`src/rtl/minisys_pkg.sv`:
```
// Shared definitions for the pipeline control slice: hazard FSM states,
// forwarding source codes and the hard-wired zero register.
package minisys_pkg;

    typedef enum logic [1:0] {
        RUN      = 2'd0,
        LDSTALL  = 2'd1,
        CTISTALL = 2'd2,
        HOLD     = 2'd3
    } hz_state_t;

    localparam logic [1:0] FWD_REGFILE = 2'b00;
    localparam logic [1:0] FWD_EX      = 2'b01;
    localparam logic [1:0] FWD_MEM     = 2'b10;
    localparam logic [1:0] FWD_WB      = 2'b11;

    localparam logic [4:0] REG_ZERO = 5'd0;

    localparam logic [15:0] CNT_MAX = 16'hFFFF;

    // $0 is hard-wired, so it can never carry a dependency.
    function automatic logic reg_match(input logic [4:0] src, input logic [4:0] dst);
        return (src != REG_ZERO) && (src == dst);
    endfunction

    function automatic logic [15:0] sat_inc(input logic [15:0] v);
        return (v == CNT_MAX) ? v : v + 16'd1;
    endfunction

endpackage

```
`src/rtl/hazard_fwd_sel.sv`:
```
// Compare-operand forwarding selector for one source register; purely
// combinational, priority EX > MEM > WB > register file.
module hazard_fwd_sel
    import minisys_pkg::*;
(
    input  logic [4:0] src_reg,
    input  logic [4:0] EX_rd,
    input  logic       EX_wreg,
    input  logic       EX_memread,
    input  logic [4:0] MEM_rd,
    input  logic       MEM_wreg,
    input  logic       MEM_memread,
    input  logic [4:0] WB_rd,
    input  logic       WB_wreg,
    output logic [1:0] fwd_sel
);

    logic ex_hit;
    logic mem_hit;
    logic wb_hit;

    // A load in EX has no data yet; a load in MEM always writes its rd.
    assign ex_hit  = EX_wreg && !EX_memread && reg_match(src_reg, EX_rd);
    assign mem_hit = (MEM_wreg || MEM_memread) && reg_match(src_reg, MEM_rd);
    assign wb_hit  = WB_wreg && reg_match(src_reg, WB_rd);

    always_comb begin
        fwd_sel = FWD_REGFILE;
        if (ex_hit) begin
            fwd_sel = FWD_EX;
        end else if (mem_hit) begin
            fwd_sel = FWD_MEM;
        end else if (wb_hit) begin
            fwd_sel = FWD_WB;
        end
    end

endmodule

```
`src/rtl/pipe_hazard_ctrl.sv`:
```
// Front-end hazard controller: load-use and CTI-compare stalls, external
// hold, IF flush on taken control transfers, forwarding selects and counters.
module pipe_hazard_ctrl
    import minisys_pkg::*;
(
    input  logic        clock,
    input  logic        reset,
    input  logic [4:0]  ID_rs,
    input  logic [4:0]  ID_rt,
    input  logic        ID_use_rs,
    input  logic        ID_use_rt,
    input  logic        ID_is_cti,
    input  logic [4:0]  EX_rd,
    input  logic [4:0]  MEM_rd,
    input  logic [4:0]  WB_rd,
    input  logic        EX_wreg,
    input  logic        MEM_wreg,
    input  logic        WB_wreg,
    input  logic        EX_memread,
    input  logic        MEM_memread,
    input  logic        Branch,
    input  logic        nBranch,
    input  logic        ID_jump,
    input  logic        ext_stall,
    output logic        IF_WPC,
    output logic        IF_ID_write,
    output logic        ID_EX_bubble,
    output logic        IF_flush,
    output logic [1:0]  FWD_AluCsrc,
    output logic [1:0]  FWD_AluDsrc,
    output logic [15:0] stall_cnt,
    output logic [15:0] flush_cnt
);

    hz_state_t  state;
    logic [1:0] sel_c;
    logic [1:0] sel_d;
    logic       rs_hit_ex;
    logic       rt_hit_ex;
    logic       ld_haz;
    logic       cti_haz;
    logic       hazard;
    logic       cti_taken;
    logic       in_stall;

    hazard_fwd_sel u_fwd_rs (
        .src_reg     (ID_rs),
        .EX_rd       (EX_rd),
        .EX_wreg     (EX_wreg),
        .EX_memread  (EX_memread),
        .MEM_rd      (MEM_rd),
        .MEM_wreg    (MEM_wreg),
        .MEM_memread (MEM_memread),
        .WB_rd       (WB_rd),
        .WB_wreg     (WB_wreg),
        .fwd_sel     (sel_c)
    );

    hazard_fwd_sel u_fwd_rt (
        .src_reg     (ID_rt),
        .EX_rd       (EX_rd),
        .EX_wreg     (EX_wreg),
        .EX_memread  (EX_memread),
        .MEM_rd      (MEM_rd),
        .MEM_wreg    (MEM_wreg),
        .MEM_memread (MEM_memread),
        .WB_rd       (WB_rd),
        .WB_wreg     (WB_wreg),
        .fwd_sel     (sel_d)
    );

    assign rs_hit_ex = ID_use_rs && reg_match(ID_rs, EX_rd);
    assign rt_hit_ex = ID_use_rt && reg_match(ID_rt, EX_rd);
    assign ld_haz    = (rs_hit_ex || rt_hit_ex) && EX_memread;
    assign cti_haz   = ID_is_cti && (rs_hit_ex || rt_hit_ex) && EX_wreg && !EX_memread;
    assign hazard    = ld_haz || cti_haz;
    assign cti_taken = Branch || nBranch || ID_jump;
    assign in_stall  = (state == LDSTALL) || (state == CTISTALL);

    assign FWD_AluCsrc = reset ? FWD_REGFILE : sel_c;
    assign FWD_AluDsrc = reset ? FWD_REGFILE : sel_d;

    // ext_stall and reset act in the same cycle, ahead of the registered state.
    always_comb begin
        IF_WPC       = 1'b0;
        IF_ID_write  = 1'b0;
        ID_EX_bubble = 1'b0;
        IF_flush     = 1'b0;
        if (reset) begin
            ID_EX_bubble = 1'b1;
        end else if (!ext_stall) begin
            unique case (state)
                RUN: begin
                    IF_WPC      = 1'b1;
                    IF_ID_write = 1'b1;
                    IF_flush    = !hazard && cti_taken;
                end
                LDSTALL, CTISTALL: begin
                    ID_EX_bubble = 1'b1;
                end
                default: begin
                end
            endcase
        end
    end

    always_ff @(posedge clock or posedge reset) begin
        if (reset) begin
            state <= RUN;
        end else if (ext_stall) begin
            state <= HOLD;
        end else begin
            unique case (state)
                RUN: begin
                    if (ld_haz) begin
                        state <= LDSTALL;
                    end else if (cti_haz) begin
                        state <= CTISTALL;
                    end else begin
                        state <= RUN;
                    end
                end
                default: state <= RUN;
            endcase
        end
    end

    always_ff @(posedge clock or posedge reset) begin
        if (reset) begin
            stall_cnt <= 16'd0;
            flush_cnt <= 16'd0;
        end else begin
            if (in_stall) begin
                stall_cnt <= sat_inc(stall_cnt);
            end
            if (IF_flush) begin
                flush_cnt <= sat_inc(flush_cnt);
            end
        end
    end

endmodule
```
`config.mk`:
```
export PLATFORM = sky130hd
export DESIGN_NAME = pipe_hazard_ctrl
export DESIGN_NICKNAME = d
export VERILOG_FILES = /design/src/rtl/minisys_pkg.sv /design/src/rtl/hazard_fwd_sel.sv /design/src/rtl/pipe_hazard_ctrl.sv
export SDC_FILE = /design/constraint.sdc
export NUM_CORES = 1
export LEC_CHECK = 0
export ABC_CLOCK_PERIOD_IN_PS = 1900
export CAP_MARGIN = 0
export CORE_UTILIZATION = 41
export CTS_CLUSTER_SIZE = 28
export DETAILED_ROUTE_END_ITERATION = 10
export GPL_ROUTABILITY_DRIVEN = 1
export GPL_TIMING_DRIVEN = 0
export HOLD_SLACK_MARGIN = 0.02
export PLACE_DENSITY = 0.77
export SLEW_MARGIN = 40
export SYNTH_ARGS = -nofsm -noshare
export SYNTH_HDL_FRONTEND = slang
export SYNTH_SLANG_ARGS = --single-unit
```
`constraint.sdc`:
```
create_clock -name clock -period 1.9 [get_ports clock]
set_clock_uncertainty 0.05 [all_clocks]
set_input_delay 0.38 -clock clock [delete_from_list [all_inputs] [get_ports clock]]
set_output_delay 0.38 -clock clock [all_outputs]
set_load 0.005 [all_outputs]
```
-- Yosys cells after proc, flatten, opt, wreduce, memory -nomap -nowiden
Cells that the tools add are included.
- flip-flop bits (word level): 34
- word-level logic and storage cells: 72
- muxes and demuxes: 21
- $add $sub $neg: 2
- equality and inequality tests: 10
- reduce and logical (&&, ||, !) cells: 34
- bitwise logic cells: 2
- operators by type and width (operator ; count):
    16-bit by 1-bit adder with 16-bit output (second input constant) ; 2
    16-bit equality test (second input constant) ; 2
    5-bit equality test ; 6
    2-bit two-way mux ; 12
    1-bit logical AND ; 20
    5-bit nonzero test ; 2
    1-bit two-way mux ; 9
    1-bit logical OR ; 6
    2-bit AND reduction ; 2
    2-bit by 1-bit equality test with 1-bit output (second input constant) ; 1
    2-bit equality test (second input constant) ; 1
    1-bit logical NOT ; 2
    2-bit logical NOT ; 1
    1-bit inverter ; 2
    2-bit OR reduction ; 1

-- Depth between registers and ports, before layout
Gate-level depths: netlist of run 1.
- depth in word-level cells: 14
- mapped depth: 8

-- Cells and area by module
Synthesis of run 1 repeated with hierarchy kept, for this count alone.
- cells, all modules: 249
- area, all modules: 2381.0 um^2
- by module, submodules not included (module ; instances ; cells an instance ; seq. area each (um^2) ; area each (um^2)):
    pipe_hazard_ctrl ; 1 ; 183 ; 850.8 ; 1915.6
    hazard_fwd_sel ; 2 ; 33 ; 0.0 ; 232.7

-- Worst setup path after synthesis of run 1
Ideal clock, no wire load.
- kind: register to register
- start: register state[0]
- end: register flush_cnt[15]
- path slack: -91 ps
- buffers on the path: 1
- clock period less this slack: 1991 ps
- required time: 1771 ps
- cell stages (with the launch flop): 9
- data arrival time: 1862 ps
- cells stage by stage: dfrtp_1 inv_1 ha_1 nor3b_1 o31a_1 clkbuf_1 nand3_1 nor4b_2 xor2_1
- word-level cells in the longest chain between the ends: 5
- RTL lines (element ; line ; text):
    start: declaration ; pipe_hazard_ctrl.sv:35 ; hz_state_t state;
    start signal: assignment ; pipe_hazard_ctrl.sv:109 ; state <= RUN;
    start signal: assignment ; pipe_hazard_ctrl.sv:111 ; state <= HOLD;
    start signal: assignment ; pipe_hazard_ctrl.sv:116 ; state <= LDSTALL;
    2-bit logical NOT ; pipe_hazard_ctrl.sv:92 ; unique case (state)
    1-bit two-way mux ; pipe_hazard_ctrl.sv:92 ;
    1-bit two-way mux ; pipe_hazard_ctrl.sv:91 ; end else if (!ext_stall) begin
    1-bit two-way mux ; pipe_hazard_ctrl.sv:89 ; if (reset) begin
    2-bit AND reduction (no source line) ; -- ;
    end signal: assignment ; pipe_hazard_ctrl.sv:137 ; flush_cnt <= sat_inc(flush_cnt);
    end: declaration ; pipe_hazard_ctrl.sv:32 ; output logic [15:0] flush_cnt
Every way passes these cells.
A chain may end at the register's enable or synchronous reset.

-- Worst setup path after layout of run 1
- start: input port WB_wreg
- end: output port FWD_AluDsrc[1]
- word-level cells in the longest chain between the ends: 5
- RTL lines (element ; line ; text):
    start: declaration ; pipe_hazard_ctrl.sv:18 ; input logic WB_wreg,
    1-bit logical AND ; hazard_fwd_sel.sv:25 ; assign wb_hit = WB_wreg && reg_match(src_reg, WB_rd);
    2-bit two-way mux ; hazard_fwd_sel.sv:33 ; end else if (wb_hit) begin
    2-bit two-way mux ; hazard_fwd_sel.sv:31 ; end else if (mem_hit) begin
    2-bit two-way mux ; hazard_fwd_sel.sv:29 ; if (ex_hit) begin
    2-bit two-way mux ; pipe_hazard_ctrl.sv:81 ; assign FWD_AluDsrc = reset ? FWD_REGFILE : sel_d;
    end: declaration ; pipe_hazard_ctrl.sv:30 ; output logic [1:0] FWD_AluDsrc,
Every way passes these cells.

==> metrics.txt, run 1 <==
status finished with violations; violated checks setup timing; top post-synthesis cells by count 39 x xnor2_1, 34 x dfrtp_1, 19 x xor2_1, 15 x nand2_1, 14 x nand4_1; Peak VDD IR 320 uV; routed len/inst 15.4 um; vias in the first global route 2023; TritonCTS Buffers 5; Total GRT Usage 0.221; Vias/cell 5.20; Slew @ Worst Pin 696 ps; ys flop type dfrtp_1; Filler cells 385; H-tree Lvls 2; hold_ws 444 ps; Critical Path Fanout Max 2; largest net degree at the start of global routing 35; synthesized cell area 0.00220 mm^2; Final Hold Viols 0; Pre-Repair DR Iteration Count 4; fin. max-slew vios 0; row count 26; YS warnings 0; Worst Setup End Kind output port; internal power 1610 uW; Syn Nets 267; Post-synth EDFFs 0; Die ar. 0.00566 mm^2; Pwr Total 2310 uW; root buffer cell clkbuf_8; Clock Path Buffers 2; largest area contributor in the netlist dfrtp_1; net load switching power 707 uW; clock share of power 0.237; fin area 0.00365 mm^2; Ant. Diodes 0; Adder-Cell Fraction of Synth Area 0.0171; Die Y 75.3 um; post-route ant nets 0; Gate power share 0.360; post-synth top area share 0.387; Post-Synth XOR/XNOR Area 0.231; Starting DRT DRC Count 86; max frequency 452 MHz; grt total ovfl 0; area growth from synthesis to layout 65.7%; sequential share of power 0.403; hold crit path type register to register; Simple-Gate Fraction of Synth Area 0.268; core area 0.00514 mm^2; die extent in x 75.3 um; # nets final 377; Tcrit/Tclk final 1.16; Final setup viols 20; Fin Setup TNS -2550 ps; I/O pin count 79; first-pass GRT wire length 9.32 mm; largest family of logic cells by synthesized area simple AND/OR/NAND/NOR gates; gpl congestion 0.773; critical path type input pin to output port; RSZ-0062 raised after global routing true; final wirelength 6.25 mm; mux contribution to synthesized area 0.0102; fraction of power spent switching nets 0.306; synthesized area per cell 9.78 um^2; vias 2111; Slew headroom 0.535; worst skew pair latency 290 ps; most common cell in the netlist xnor2_1; Synth async-reset ratio 1.00; CTS tree built; top post-synthesis cells by area dfrtp_1 39%, xnor2_1 16%, xor2_1 7.6%, nand4_1 4.0%, nand3_1 2.7%; critical path required time 1470 ps; LEAKAGE 0.00164 uW; DRC 0; P per Cell Area 635 mW/mm^2; post-synthesis instance total 225; Setup WS pre-CTS -1220 ps; Cell variety after synth 40; Synth Area in Compound Gates 0.0569; min Tclk post-route 2210 ps; layout cell share with drive strength beyond 1 0.342; CP Launch Type input pin; Seq cells post-synth 34; Port-buffer cells 76; Placed Area 0.00307 mm^2; sequential fraction of the synthesis area 0.387; initial core utilization 0.428; final worst slack -310 ps; Worst-path clk slew 60 ps; HPWL Detailed 4.02 mm; antenna violations before repair 0; CTS sink count 34; Critical Path AT 1780 ps; number of max-cap violations 0
==> cell usage in the layout (no fill, tap or decap), types with 3 or more instances in the layout <==
cell,Yosys,final
nor3b_4,0,5
buf_2,0,10
nand3_2,0,5
xor2_1,19,19
or4_4,2,4
buf_6,1,7
xnor2_2,0,7
buf_4,1,28
and4_1,4,3
clkdlybuf4s50_1,0,42
and3_1,9,6
xnor2_1,39,32
nand2b_1,3,3
inv_1,10,9
nand3_1,12,6
dfrtp_1,34,33
o21ai_0,3,3
dlygate4sd2_1,0,11
and3_4,0,3
clkbuf_8,0,7
nand2_1,15,14
nor2_2,0,4
nor2_1,13,9
nand4_1,14,14
nor3b_2,2,3
buf_8,0,3
dlymetal6s2s_1,0,4
==> timing repair <==
| action | in CTS | in global routing |
|---|---|---|
| setup endpoints to repair | 28 | 33 |
| gates resized for setup | 140 | 32 |
| setup buffers | 16 | 14 |
| hold buffers | 0 | 0 |
| pin swaps | 34 | 21 |
==> routing by layer <==
metal | global-route usage | share of wire
met1 | 0.261 | 0.42
met2 | 0.409 | 0.53
met3 | 0.0482 | 0.044
met4 | 0.0494 | 0.010
met5 | 0 | 0
==> through the flow <==
| step | util | std cells |
|---|---|---|
| 2_1_floorplan | - | 225 |
| 3_3_place_gp | 0.597 | 371 |
| 3_5_place_dp | 0.597 | 371 |
| 4_1_cts | 0.667 | 394 |
| 5_1_grt | 0.709 | 406 |
| 6_report | 0.709 | 406 |
==> layout make-up <==
class                      count  area, um^2  share of cell area
clock inverter                 1        5.00             0.00137
clock buffer                   7        86.3              0.0237
multi-input combinational    176        1600               0.439
timing repair buffer         104         937               0.257
sequential                    34         852               0.234
inverter                      10        37.5              0.0103
buffer                         4        40.0              0.0110
tap                           70        87.6              0.0240
==> registers in the layout, indices dropped and copies added, names as in the netlist <==
signal and count:
state 2, stall_cnt 16, flush_cnt 16
==> power groups by stage <==
stage / sequential, uW / combinational, uW / clock [uW]
2_1_floorplan: 959 / 281 / 0
3_3_place_gp: 973 / 623 / 0
3_5_place_dp: 978 / 643 / 0
4_1_cts: 938 / 767 / 564
5_1_grt: 948 / 904 / 593
6_report: 933 / 832 / 548
==> cells by family (layout without fill, tap and decap cells) <==
kind of cell | after synthesis | count (layout)
AND/OR/NAND/NOR | 97 | 97
XOR/XNOR | 58 | 58
flip-flops | 34 | 34
AO/OA/AOI/OAI | 16 | 16
buffers and inverters | 15 | 126
adder cells (fa/ha/maj) | 3 | 3
multiplexers | 2 | 2
==> worst max-delay path, cell delays in order <==
cell and delay, ps:
clkdlybuf4s50_1 490, nand4_1 170, nor4_4 300, nand2b_1 130
nor3b_2 170, buf_2 150
==> worst paths after layout <==
check                           cells past startpoint          start              to  slack, ps
worst max-delay path                                6        WB_wreg  FWD_AluDsrc[1]       -310
worst min-delay path                                1  stall_cnt[14]   stall_cnt[14]        440
worst max register to register                      9       state[0]    flush_cnt[9]       -140
worst min register to register                      1  stall_cnt[14]   stall_cnt[14]        440
max in group asynchronous                           2          reset   stall_cnt[11]        850
min in group asynchronous                           2          reset   flush_cnt[15]        470
Power figures use the tool's default switching activity.
==> inputs of run 2 (changes only) <==
--- a/config.mk
+++ b/config.mk
@@ -7,14 +7,13 @@
 export LEC_CHECK = 0
 export ABC_CLOCK_PERIOD_IN_PS = 1900
 export CAP_MARGIN = 0
+export CORE_ASPECT_RATIO = 0.6
 export CORE_UTILIZATION = 41
 export CTS_CLUSTER_SIZE = 28
 export DETAILED_ROUTE_END_ITERATION = 10
 export GPL_ROUTABILITY_DRIVEN = 1
-export GPL_TIMING_DRIVEN = 0
 export HOLD_SLACK_MARGIN = 0.02
 export PLACE_DENSITY = 0.77
-export SLEW_MARGIN = 40
 export SYNTH_ARGS = -nofsm -noshare
 export SYNTH_HDL_FRONTEND = slang
 export SYNTH_SLANG_ARGS = --single-unit
==> metrics.txt, run 2 (same netlist as run 1, synthesis figures left out) <==
CP Launch Type input pin; Placed Area 0.00336 mm^2 (+9.6%); Die Y 58.8 um (-22%); violated checks setup timing; most frequent cells in the layout 40 x clkdlybuf4s50_1, 40 x buf_4, 33 x dfrtp_1; Setup crit end IF_flush; post-route ant nets 0 (unchanged); Port-buffer cells 78 (+2.6%); fin area 0.00371 mm^2 (+1.9%); root buffer cell clkbuf_8; final worst slack -354 ps (-43.5 ps); grt total ovfl 0 (unchanged); Slew @ Worst Pin 336 ps (-360 ps); final wirelength 7.45 mm (+19%); net load switching power 739 uW (+4.5%); clock share of power 0.265 (+0.028); Die ar. 0.00567 mm^2 (+0.17%); Crit. Startpoint ID_rt[4]; number of max-cap violations 0 (unchanged); CTS tree built; hold_ws 393 ps (-51.1 ps); top flop regs flush_cnt (16), stall_cnt (16), state (2); Ant. Diodes 0 (unchanged); Final setup viols 21 (+5.0%); LEAKAGE 0.00172 uW (+4.7%); core area 0.00510 mm^2 (-0.68%); Clock Path Buffers 2 (unchanged); Critical Path Fanout Max 3 (+1); worst skew pair latency 280 ps (about the same); H-tree Lvls 2 (unchanged); Starting DRT DRC Count 87 (+1.2%); non-filler instance count after layout 420 (+3.4%); first-pass GRT wire length 11.3 mm (+21%); P per Cell Area 666 mW/mm^2 (+5.0%); area growth from synthesis to layout 68.7%; vias 2195 (+4.0%); # nets final 395 (+4.8%); sequential share of power 0.374 (-0.029); I/O pin count 79 (unchanged); Worst-path clk slew 70 ps (about the same); critical path required time 1470 ps (about the same); CTS sink count 34 (unchanged); max frequency 444 MHz (-1.9%); R2R Setup Slk -130 ps (about the same); min Tclk post-route 2250 ps (+43.5 ps); fraction of power spent switching nets 0.299 (-0.00694); initial core utilization 0.431 (+0.00294); Slew headroom 0.774 (+0.239); Pre-Repair DR Iteration Count 4 (unchanged); worst r2r path cells 9 (unchanged); DRC 0 (unchanged); Pwr Total 2470 uW (+6.9%); Inst Count DP 404 (+8.9%); gpl congestion 0.925 (+20%); row count 20 (-23%); fin. max-slew vios 0 (unchanged); status finished with violations; vias in the first global route 2226 (+10%); RSZ-0062 raised after global routing true; layout cell share with drive strength beyond 1 0.370 (+0.0278); hold crit path type input pin to asynchronous set/reset pin; reg2reg start state[0]; HPWL Detailed 5.22 mm (+30%); routed len/inst 17.7 um (+15%); Fin Setup TNS -3210 ps (-663 ps); internal power 1730 uW (+8.0%); die extent in x 96.6 um (+28%); Vias/cell 5.23 (+0.51%); Tcrit/Tclk final 1.19 (+0.0229); TritonCTS Buffers 5 (unchanged); critical path type input pin to output port; antenna violations before repair 0 (unchanged); Peak VDD IR 363 uV (+14%); Reg2Reg Capture Point flush_cnt[8]; Worst Setup End Kind output port; Total GRT Usage 0.271 (+0.0499); Critical Path AT 1820 ps (+40 ps); Gate power share 0.361 (about the same); Final Hold Viols 0 (unchanged); largest net degree at the start of global routing 35 (unchanged)
-- run 2: changes by cell type in the layout (fill, tap and decap cells not counted), moves of 3 or more --
cell / before / now
nand3_1: 6 / 10
xnor2_2: 7 / 12
xnor2_1: 32 / 27
buf_6: 7 / 14
nor3b_2: 3 / 6
nand3_2: 5 / 2
nor3b_4: 5 / 2
buf_4: 28 / 40
nor2_2: 4 / 1
clkbuf_2: 1 / 4
-- run 2: cell type report --
class / count / area [um^2]
clock buffers: 5 / 68.8
clock inverters: 3 / 40.0
fillers: 372 / 1390
inverters: 10 / 37.5
multi-input cells: 176 / 1530
flip-flops and latches: 34 / 852
well taps: 66 / 82.6
repair buffers: 126 / 1100
-- run 2: worst min path at each step --
stage	start	end	slack (ps)	cells after the start
floorplan	stall_cnt[9]	stall_cnt[9]	430	1
global placement	stall_cnt[9]	stall_cnt[9]	430	1
detailed placement	stall_cnt[9]	stall_cnt[9]	440	1
CTS	reset	stall_cnt[6]	410	4
global route	reset	stall_cnt[2]	410	4
finish	reset	stall_cnt[3]	390	4
-- run 2: worst max-delay path, cell delays in order --
cell      delay (ps)
buf_6            110
or4_4            570
o211ai_4         230
nor3_2           100
o21ai_4          170
and2_4           180
buf_6             90
-- run 2: what timing repair did --
| item | 4_1_cts | 5_1_grt |
|---|---|---|
| setup buffers | 9 | 2 |
| endpoints found under the hold margin | 0 | 0 |
| hold buffers | 0 | 0 |
| setup endpoints to repair | 26 | 25 |
| gates resized for setup | 145 | 22 |
| pin swaps | 28 | 14 |
-- run 2: power by group through the flow --
stage	Sequential (uW)	Combinational [uW]	Clock (uW)
2_1_floorplan	959	281	0
3_3_place_gp	928	797	0
3_5_place_dp	936	827	0
4_1_cts	922	864	663
5_1_grt	937	976	701
6_report	926	893	655
-- run 2: stage by stage --
stage / util / setup WS (ps)
after floorplan: - / -55.3
after global placement: 0.659 / -1040
after detailed placement: 0.659 / -1070
after CTS: 0.716 / -293
after global routing: 0.727 / -383
final: 0.727 / -354
-- run 2: routing by layer --
metal | vias up | wire length [um] | track usage | share of wire
li1 | 1047 | - | - | -
met1 | 1075 | 3510 | 0.397 | 0.47
met2 | 65 | 3550 | 0.428 | 0.48
met3 | 8 | 295 | 0.0491 | 0.040
met4 | 0 | 99 | 0.0378 | 0.013
met5 | - | 0 | 0 | 0
==> inputs of run 3 (changes only) <==
--- a/config.mk
+++ b/config.mk
@@ -5,6 +5,7 @@
 export SDC_FILE = /design/constraint.sdc
 export NUM_CORES = 1
 export LEC_CHECK = 0
+export ABC_AREA = 0
 export ABC_CLOCK_PERIOD_IN_PS = 1900
 export CAP_MARGIN = 0
 export CORE_ASPECT_RATIO = 0.6
==> results of run 3 <==
Final layout, timing and power as in run 2 (identical DEF).
